File: src/rtl/pwm_servo_defs.sv
// Constants and state encodings shared by the servo PWM generator and the
// PWM capture block, so both sides of the link agree on pulse limits.
package pwm_servo_defs;

    localparam int SERVO_MIN  = 500;    // ticks for angle 0
    localparam int SERVO_MAX  = 2500;   // ticks for angle 180
    localparam int PWM_PERIOD = 20000;  // ticks per 50 Hz frame
    localparam int ANGLE_SPAN = 180;

    typedef enum logic [1:0] {
        ST_ARM       = 2'd0,
        ST_WAIT_RISE = 2'd1,
        ST_HIGH      = 2'd2,
        ST_CONV      = 2'd3
    } servo_state_t;

endpackage

File: src/rtl/pwm_sync_edge.sv
// Two-flop synchronizer for an asynchronous level plus rise/fall strobes.
// Strobes are suppressed until the chain has refilled after reset.
module pwm_sync_edge (
    input  logic clk,
    input  logic rst,
    input  logic din,
    output logic level,
    output logic settled,
    output logic rise,
    output logic fall
);

    logic [2:0] sync_reg;
    logic [2:0] fill_reg;

    always_ff @(posedge clk) begin
        if (rst) begin
            sync_reg <= '0;
            fill_reg <= '0;
        end else begin
            sync_reg <= {sync_reg[1:0], din};
            fill_reg <= {fill_reg[1:0], 1'b1};
        end
    end

    // The cleared chain would otherwise fake an edge right after reset.
    assign settled = fill_reg[2];
    assign level   = sync_reg[1];
    assign rise    = settled &  sync_reg[1] & ~sync_reg[2];
    assign fall    = settled & ~sync_reg[1] &  sync_reg[2];

endmodule

File: src/rtl/pwm_captura_angulo.sv
// Servo PWM receiver: measures pulse high time in ticks, range-checks it and
// converts it back to a 0..180 angle code; also reports loss of signal.
module pwm_captura_angulo #(
    parameter int CLKS_PER_US = 1,
    parameter int SERVO_MIN   = pwm_servo_defs::SERVO_MIN,
    parameter int SERVO_MAX   = pwm_servo_defs::SERVO_MAX,
    parameter int TOL         = 50,
    parameter int TIMEOUT     = pwm_servo_defs::PWM_PERIOD + 5000
) (
    input  logic        clk,
    input  logic        rst,
    input  logic        enable,
    input  logic        pwm_in,
    output logic [7:0]  angle_out,
    output logic [15:0] pulse_width,
    output logic        valid,
    output logic        pulse_err,
    output logic        signal_lost
);

    import pwm_servo_defs::*;

    localparam int SPAN     = SERVO_MAX - SERVO_MIN;
    localparam int LO_LIMIT = SERVO_MIN - TOL;
    localparam int HI_LIMIT = SERVO_MAX + TOL;
    localparam int TO_W     = $clog2(TIMEOUT + 1);

    logic level, settled, rise, fall;

    pwm_sync_edge u_sync (
        .clk     (clk),
        .rst     (rst),
        .din     (pwm_in),
        .level   (level),
        .settled (settled),
        .rise    (rise),
        .fall    (fall)
    );

    logic tick;

    generate
        if (CLKS_PER_US <= 1) begin : g_no_presc
            assign tick = 1'b1;
        end else begin : g_presc
            localparam int PW = $clog2(CLKS_PER_US);
            logic [PW-1:0] presc_reg;

            always_ff @(posedge clk) begin
                if (rst || !enable) begin
                    presc_reg <= '0;
                end else if (presc_reg == PW'(CLKS_PER_US - 1)) begin
                    presc_reg <= '0;
                end else begin
                    presc_reg <= presc_reg + 1'b1;
                end
            end

            assign tick = (presc_reg == PW'(CLKS_PER_US - 1));
        end
    endgenerate

    logic [TO_W-1:0] to_cnt_reg;
    logic            to_hit;

    // Fires only on the tick that reaches TIMEOUT, not while saturated.
    assign to_hit = enable && tick && !rise && !fall &&
                    (to_cnt_reg == TO_W'(TIMEOUT - 1));

    always_ff @(posedge clk) begin
        if (rst || !enable) begin
            to_cnt_reg <= '0;
        end else if (rise || fall) begin
            to_cnt_reg <= '0;
        end else if (tick && (to_cnt_reg != TO_W'(TIMEOUT))) begin
            to_cnt_reg <= to_cnt_reg + 1'b1;
        end
    end

    servo_state_t state_reg, state_next;

    always_ff @(posedge clk) begin
        if (rst) begin
            state_reg <= ST_ARM;
        end else begin
            state_reg <= state_next;
        end
    end

    always_comb begin
        state_next = state_reg;
        case (state_reg)
            ST_ARM:       if (settled && !level) state_next = ST_WAIT_RISE;
            ST_WAIT_RISE: if (rise) state_next = ST_HIGH;
            ST_HIGH:      if (fall) state_next = ST_CONV;
            // A rise during CONV starts the next measurement on the same strobe.
            ST_CONV:      state_next = rise ? ST_HIGH : ST_WAIT_RISE;
            default:      state_next = ST_ARM;
        endcase
        if (to_hit) begin
            state_next = ST_ARM;
        end
        if (!enable) begin
            state_next = ST_ARM;
        end
    end

    logic [15:0] width_cnt_reg, width_inc, w_reg;
    logic        start_meas;

    assign start_meas = (state_next == ST_HIGH) && (state_reg != ST_HIGH);
    assign width_inc  = (tick && (width_cnt_reg != 16'hFFFF)) ?
                        width_cnt_reg + 16'd1 : width_cnt_reg;

    always_ff @(posedge clk) begin
        if (rst || !enable) begin
            width_cnt_reg <= '0;
        end else if (start_meas) begin
            width_cnt_reg <= '0;
        end else if (state_reg == ST_HIGH) begin
            width_cnt_reg <= width_inc;
        end
    end

    // The falling-edge tick still belongs to the pulse, so it is counted.
    always_ff @(posedge clk) begin
        if (rst) begin
            w_reg <= '0;
        end else if (state_reg == ST_HIGH && fall && enable) begin
            w_reg <= width_inc;
        end
    end

    logic        in_band, accept, reject;
    logic [15:0] w_clamped;
    logic [23:0] d24;
    logic [7:0]  angle_next;

    always_comb begin
        in_band   = 1'b1;
        w_clamped = w_reg;
        if (int'(w_reg) < LO_LIMIT || int'(w_reg) > HI_LIMIT) begin
            in_band = 1'b0;
        end else if (int'(w_reg) < SERVO_MIN) begin
            w_clamped = 16'(SERVO_MIN);
        end else if (int'(w_reg) > SERVO_MAX) begin
            w_clamped = 16'(SERVO_MAX);
        end
        d24        = 24'(w_clamped) - 24'(SERVO_MIN);
        // Ceiling division exactly inverts the generator's floored mapping.
        angle_next = 8'((d24 * 24'(ANGLE_SPAN) + 24'(SPAN - 1)) / 24'(SPAN));
        accept     = enable && (state_reg == ST_CONV) &&  in_band;
        reject     = enable && (state_reg == ST_CONV) && !in_band;
    end

    logic [7:0]  angle_reg;
    logic [15:0] pw_reg;
    logic        valid_reg, err_reg, lost_reg;

    always_ff @(posedge clk) begin
        if (rst) begin
            angle_reg <= '0;
            pw_reg    <= '0;
            valid_reg <= 1'b0;
            err_reg   <= 1'b0;
            lost_reg  <= 1'b1;
        end else begin
            valid_reg <= accept;
            err_reg   <= reject;
            if (accept) begin
                angle_reg <= angle_next;
                pw_reg    <= w_clamped;
                lost_reg  <= 1'b0;
            end else if (to_hit) begin
                lost_reg  <= 1'b1;
            end
        end
    end

    assign angle_out   = angle_reg;
    assign pulse_width = pw_reg;
    assign valid       = valid_reg;
    assign pulse_err   = err_reg;
    assign signal_lost = lost_reg;

endmodule

File: config.mk
export PLATFORM = sky130hd
export DESIGN_NAME = pwm_captura_angulo
export DESIGN_NICKNAME = d
export VERILOG_FILES = /design/src/rtl/pwm_servo_defs.sv /design/src/rtl/pwm_sync_edge.sv /design/src/rtl/pwm_captura_angulo.sv
export SDC_FILE = /design/constraint.sdc
export NUM_CORES = 1
export LEC_CHECK = 0
export CORE_MARGIN = 1
export CORE_UTILIZATION = 64
export CTS_CLUSTER_DIAMETER = 200
export DETAILED_ROUTE_END_ITERATION = 12
export PLACE_DENSITY = 0.82
export SETUP_SLACK_MARGIN = 0.02
export SKIP_CTS_REPAIR_TIMING = 1
export SYNTH_ARGS = -nofsm -noshare
export SYNTH_HDL_FRONTEND = slang
export SYNTH_SLANG_ARGS = --single-unit
File: constraint.sdc
create_clock -name clk -period 18.47 [get_ports clk]
set_clock_uncertainty 0.15 [all_clocks]
set_input_delay 1.847 -clock clk [delete_from_list [all_inputs] [get_ports clk]]
set_output_delay 1.847 -clock clk [all_outputs]
set_load 0.01 [all_outputs]
# Yosys cells after proc, flatten, opt, wreduce, memory -nomap -nowiden
# Cells that the tools add are included.
[totals]
out_inout_bits = 27
register_bits = 82
in_bits = 4
[op_classes]
magnitude_cmp = 4
add_sub_neg = 4
div_mod_pow = 1
mux = 15
bitwise_logic = 6
multipliers = 1
n_reduce_logical = 21
eq_ne = 8
[ops]
columns = ["op", "count"]
rows = [
  ["$mux W16", 4],
  ["$gt A16 B12 Y1 const B", 2],
  ["$lt A16 B9 Y1 const B", 2],
  ["$add A24 B11 Y24 const B", 1],
  ["$div A24 B11 Y24 const B", 1],
  ["$mul A24 B6 Y22 const B", 1],
  ["$sub A16 B9 Y17 const B", 1],
  ["$add A16 B1 Y16 const B", 1],
  ["$ne A16 B16 Y1 const B", 1],
  ["$add A15 B1 Y15 const B", 1],
  ["$eq A15 B15 Y1 const B", 1],
  ["$ne A15 B15 Y1 const B", 1],
  ["$mux W2", 6],
  ["$logic_and A1 B1 Y1", 10],
  ["$pmux W2 S4", 1],
  ["$eq A2 B2 Y1 const B", 3],
  ["$and A1 B1 Y1", 4],
  ["$logic_not A1 Y1", 4],
  ["$mux W1", 4],
  ["$reduce_or A2 Y1", 2],
  ["$logic_or A1 B1 Y1", 3],
  ["$eq A2 B1 Y1 const B", 1],
  ["$logic_not A2 Y1", 1],
  ["$ne A2 B2 Y1 const B", 1],
  ["other kinds (2)", 3],
]

# Depth between registers and ports, before layout
[logic_depth]
depth_word = 11
mapped_depth = 77
depth_no_buf = 63

# Hierarchy
# Synthesis repeated with hierarchy kept, for this count alone.
[hier_totals]
cells_unflattened = 1843
hier_area_um2 = 13538.0
[modules_own_cells]
columns = ["mod", "cells_each", "area_per_inst_um2", "seq_area_each_um2", "instances"]
rows = [
  ["pwm_captura_angulo", 1829, 13365.3, 1521.5, 1],
  ["pwm_sync_edge", 14, 172.7, 120.1, 1],
]

# Worst setup path after synthesis
# OpenSTA, ideal clock, no wires.
[synth_path]
kind = "reg2reg"
startpoint = "register w_reg[12]"
endpoint = "register angle_reg[0] (netlist: angle_out[0])"
setup_slack_ps = 1434
n_path_buf = 10
arrival_time_ps = 16793
stages_incl_launch_ff = 73
setup_time_ps = 92
cell_sequence = "dfxtp_1 > nor4_4 > o31a_1 > a21boi_1 > nand2_1 > a21oi_1 > a21oi_1 > a31o_2 > nor3b_1 > nor3_1 > xor2_1 > ha_1 > xor2_1 > ha_1 > inv_1 > fa_1 > inv_1 > ha_1 > [37 not listed] > buf_2 > o31a_1 > buf_2 > o21ai_1 > a31oi_2 > or3_4 > a32oi_4 > and3_2 > a221oi_2 > or4_1 > buf_2 > a41oi_2 > nor3_2 > xnor2_1 > a41oi_2 > nor2_1 > or4_1 > o32ai_1"
[synth_between]
elab_chain_len = 8
elab_cells_between_ends = 14
classes_between = "add/sub: 2; mul: 1; div: 1; order compare: 4; mux: 4; reduce/logical: 2"
[synth_lines]
columns = ["element", "line", "source"]
rows = [
  ["start, declared", "pwm_captura_angulo.sv:108", "logic [15:0] width_cnt_reg, width_inc, w_reg;"],
  ["start signal, assigned", "pwm_captura_angulo.sv:130", "w_reg <= width_inc;"],
  ["$gt A16 B12 Y1", "pwm_captura_angulo.sv:146", "end else if (int'(w_reg) > SERVO_MAX) begin"],
  ["$mux W16", "pwm_captura_angulo.sv:146", ""],
  ["$mux W16", "pwm_captura_angulo.sv:144", "end else if (int'(w_reg) < SERVO_MIN) begin"],
  ["$mux W16", "pwm_captura_angulo.sv:142", "if (int'(w_reg) < LO_LIMIT || int'(w_reg) > HI_LIMIT) begin"],
  ["$sub A16 B9 Y17", "pwm_captura_angulo.sv:149", "d24 = 24'(w_clamped) - 24'(SERVO_MIN);"],
  ["$mul A24 B6 Y22", "pwm_captura_angulo.sv:151", "angle_next = 8'((d24 * 24'(ANGLE_SPAN) + 24'(SPAN - 1)) / 24'(SPAN));"],
  ["$add A24 B11 Y24", "pwm_captura_angulo.sv:151", ""],
  ["$div A24 B11 Y24", "pwm_captura_angulo.sv:151", ""],
  ["end signal, assigned", "pwm_captura_angulo.sv:171", "angle_reg <= angle_next;"],
  ["end, declared", "pwm_captura_angulo.sv:156", "logic [7:0] angle_reg;"],
]
# Several ways; a longest one is shown, not always the timed one.
# A chain may end at the register's enable or synchronous reset.

# Worst setup path after layout
[layout_path]
startpoint = "register w_reg[4]"
endpoint = "register angle_reg[0] (netlist: angle_out[0])"
# Same word-level chain as after synthesis.

==> impl.org <==
** Pwr
- The worst-case IR drop observed on VDD is 0.00008243 V.
- Final total power :: 0.3727 mW
- For this design the static power due to leakage is 6.318 nW.
- Power per standard cell area :: 21.99 mW/mm2

** Synth
- Yosys mapped a number of flops with a built-in enable equal to 0.
- Summing every instance area after synthesis gives 0.01408 mm2.
- Synthesis produced a netlist with a net count of 2002.
- Synthesis produced a netlist whose cell count is 1925.
- The share of the Yosys chip area taken by registers is 11.66%.
- For this run, the number of Yosys warnings is 0.
- Sorting the synthesized cells by how often they occur yields sky130_fd_sc_hd__nor2_1 (191), sky130_fd_sc_hd__nand2_1 (169), sky130_fd_sc_hd__a21oi_1 (125).
- Dominant register cell in the synthesized netlist :: sky130_fd_sc_hd__dfxtp_1
- Yosys mapped the design onto 129 distinct sky130hd cell types.
- Flop and latch count out of synthesis :: 82
- Of all flip-flops after synthesis, the portion carrying an async set or reset was 0%.
- Yosys attributes the largest share of cell area to sky130_fd_sc_hd__dfxtp_1 (12%), sky130_fd_sc_hd__xnor2_1 (6.2%), sky130_fd_sc_hd__nor2_1 (5.1%).
- The largest total area in the synthesized netlist belongs to sky130_fd_sc_hd__dfxtp_1.
- Top cell type's share of synthesized area :: 11.66%
- The most common cell in the synthesized netlist is sky130_fd_sc_hd__nor2_1.
- Syn_area_per_cell :: 7.315 um2

** Route
- Routed Antenna Nets :: 0
- After detailed routing, the average wire length per cell comes to 21.03 um.
- Detailed routing inserted a total of 16434 vias.
- Violation count after the first detailed-routing iteration :: 1527
- Dividing the detail-routed via count by the number of cells gives 7.041.
- For this run, the detailed router's first-pass iteration total came to 8.
- In the routed design, unresolved DRC markers number 0.
- Final wirelength :: 49.08 mm

** GRT
- Overflow left after global routing :: 0
- Number of antenna violations at the first check in global routing :: 0
- The first global-routing pass estimated 72.27 mm of wire.
- Pin count of the biggest net entering global routing :: 41
- Global routing usage summed across all routing layers :: 39.54%
- Via count of the first global-routing pass :: 14571

** Die
- The floorplan step set the die width to 150.3 um.
- The initial utilization of the core area, before any placement, comes to 66.15%.
- The floorplan step defined a die boundary enclosing 0.02260 mm2.
- Standard cell core area :: 0.02129 mm2
- Number of ports placed on the die boundary :: 31
- The die is 150.3 um tall.
- Placement Rows :: 53

** Placed design
- Summing all placed instances gives a cell area of 0.01518 mm2.
- The wire-length estimate of the detail-placed layout is 35.59 mm.
- # placed instances :: 2259
- At the end of routability-driven placement, the weighted congestion stood at 0.9940.
- Input and output buffers added on the ports amount to 30.
- Dpl ws :: -0.4530 ns

** Timing
- Setup slack on the critical path of the routed design comes to 0.1478 ns.
- Summed over all failing endpoints, the final setup total negative slack is 0 ns.
- After layout, the worst path uses 99.20% of the clock period.
- Final Setup Violations :: 0
- Worst hold slack :: 0.2864 ns
- Highest attainable clock frequency :: 0.05458 GHz
- Slew Limit Headroom :: 8.704%
- Worst slew pin tran :: 1.360 ns
- The number of failing hold endpoints at the final stage is 0.
- Number of pins with negative max-slew slack in the final report :: 0
- The routed design could run at a clock period as short as 18.32 ns.

** Min path
- The tightest min-delay check is of the flip-flop to flip-flop type.
- Launch point of the worst hold path :: u_sync.fill_reg[0]$_DFF_P_
- For hold timing, the worst endpoint is u_sync.fill_reg[1]$_SDFF_PP0_.
- Counting instances, the worst hold path has a depth of 1.

** Setup path
- The worst setup path is launched from a flip-flop.
- STA puts the critical path data arrival time at 18.37 ns.
- STA classifies the critical path endpoint as a flip-flop.
- Slack of the worst reg-to-reg path :: 0.15 ns
- STA puts the critical path data required time at 18.52 ns.
- Worst reg-to-reg path cell count :: 65
- Crit Path Max Fanout :: 10
- On the critical path, the stage with the largest delay is an instance of sky130_fd_sc_hd__a31oi_1.
- FF-to-FF End :: angle_out[0]$_SDFFE_PP0P_
- Cell occurring most often along the worst timing path :: sky130_fd_sc_hd__buf_4
- Delay of the slowest cell on the worst path :: 0.76 ns
- Worst reg2reg path startpoint :: w_reg[4]$_SDFFE_PP0P_
- Classification of the worst setup path :: flip-flop to flip-flop

** Finish
- Measured on the finished design, the core utilization comes to 79.63%.
- The finished cells cover 0.01695 mm2.
- The final layout contains 2131 nets.
- The repair_antennas step left the layout with diodes totalling 0.
- P&R area growth vs syn :: 20.38%
- Register cell area after layout :: 0.001644 mm2
- Multi-input gate area in the final layout :: 0.01275 mm2
- Fill cell total of the finished layout :: 1556
- The finished layout holds 2334 standard cells, fillers aside.
- Cells with a size suffix above 1 make up 21.42% of the layout.

** Clock network
- The clock passes through at most 2 buffers.
- CTS tree :: built
- In this run the number of H-tree levels came out at 3.
- Clock latency on the worst-skew pair :: 0.34 ns
- Clock Root Buffer :: sky130_fd_sc_hd__clkbuf_16
- Clock tree synthesis found a total of 82 sinks.
- After clock tree synthesis, the clock-pin slew on the worst setup and hold paths is 0.07 ns.
- TritonCTS created 9 clock buffers.

** Status
- The run finished with clean final reports.

** Run
- # Max-Cap Violations :: 0
==> power by group <==
part	switching, mW	internal, mW	leakage (nW)
combinational	0.0132	0.00731	5.51
clock	0.0776	0.0964	0.141
sequential	0.000622	0.178	0.663
==> layout by cell type, fill, tap and decap left out, types with 17 or more instances in the layout <==
master	n
sky130_fd_sc_hd__buf_4	173
sky130_fd_sc_hd__a21o_1	26
sky130_fd_sc_hd__a211oi_1	43
sky130_fd_sc_hd__fa_1	21
sky130_fd_sc_hd__a31oi_1	21
sky130_fd_sc_hd__xor2_1	63
sky130_fd_sc_hd__a21oi_1	118
sky130_fd_sc_hd__nand4_1	41
sky130_fd_sc_hd__inv_1	84
sky130_fd_sc_hd__ha_1	50
sky130_fd_sc_hd__nor4_1	18
sky130_fd_sc_hd__nand2_1	164
sky130_fd_sc_hd__and2_1	23
sky130_fd_sc_hd__clkdlybuf4s50_1	30
sky130_fd_sc_hd__nor2_1	187
sky130_fd_sc_hd__and3_1	33
sky130_fd_sc_hd__nor3_1	72
sky130_fd_sc_hd__o21a_1	21
sky130_fd_sc_hd__o211ai_1	33
sky130_fd_sc_hd__xnor2_1	92
sky130_fd_sc_hd__o21ai_0	65
sky130_fd_sc_hd__nor2b_1	17
sky130_fd_sc_hd__nand3_1	77
sky130_fd_sc_hd__dfxtp_1	80
sky130_fd_sc_hd__or3_1	17
==> cell type report <==
| cell class | count | area share, % |
|---|---|---|
| clock buffers | 10 | 1.410 |
| repair buffers | 204 | 9.500 |
| clock inverters | 6 | 0.2952 |
| flip-flops and latches | 82 | 9.699 |
| multi-input cells | 1673 | 75.21 |
| inverters | 84 | 1.860 |
| well taps | 275 | 2.030 |
==> worst max-delay path: cells and delay by family (launching register included) <==
kind | cells | cell delay [ns]
fa+ha+maj | 4 | 1.61
flops | 1 | 0.39
simple gates | 16 | 4.81
xor+xnor | 4 | 0.76
buf+inv | 8 | 1.21
mux | 2 | 0.60
compound gates | 31 | 8.64
==> worst max-delay path by stage <==
stage / from / to
final: w_reg[4]$_SDFFE_PP0P_ / angle_out[0]$_SDFFE_PP0P_
after global routing: w_reg[6]$_SDFFE_PP0P_ / angle_out[0]$_SDFFE_PP0P_
after CTS: w_reg[15]$_SDFFE_PP0P_ / angle_out[0]$_SDFFE_PP0P_
after detailed placement: w_reg[12]$_SDFFE_PP0P_ / angle_out[0]$_SDFFE_PP0P_
after global placement: w_reg[12]$_SDFFE_PP0P_ / angle_out[0]$_SDFFE_PP0P_
after floorplan: w_reg[12]$_SDFFE_PP0P_ / angle_out[0]$_SDFFE_PP0P_
==> routing by layer <==
metal / GRT usage, % / share of wire (%) / wire length, um
met5: 0 / 0 / 0
met3: 7.273 / 9.0 / 4401
met2: 67.86 / 47 / 22920
met4: 17.58 / 5.3 / 2620
met1: 47.84 / 39 / 19130
==> logic make-up (layout without fill, tap and decap cells) <==
family	count (synthesis)	count (layout)	synth area share, %
xor gates and xnor gates	168	168	10.61
muxes	24	24	1.813
AOI/OAI and AO/OA	614	615	33.62
DFF	82	82	11.66
buffers and inverters	171	304	5.225
adders and majority gates	73	73	7.606
and+or+nand+nor	793	793	29.47
No activity file was read; power rests on OpenSTA's default activity.
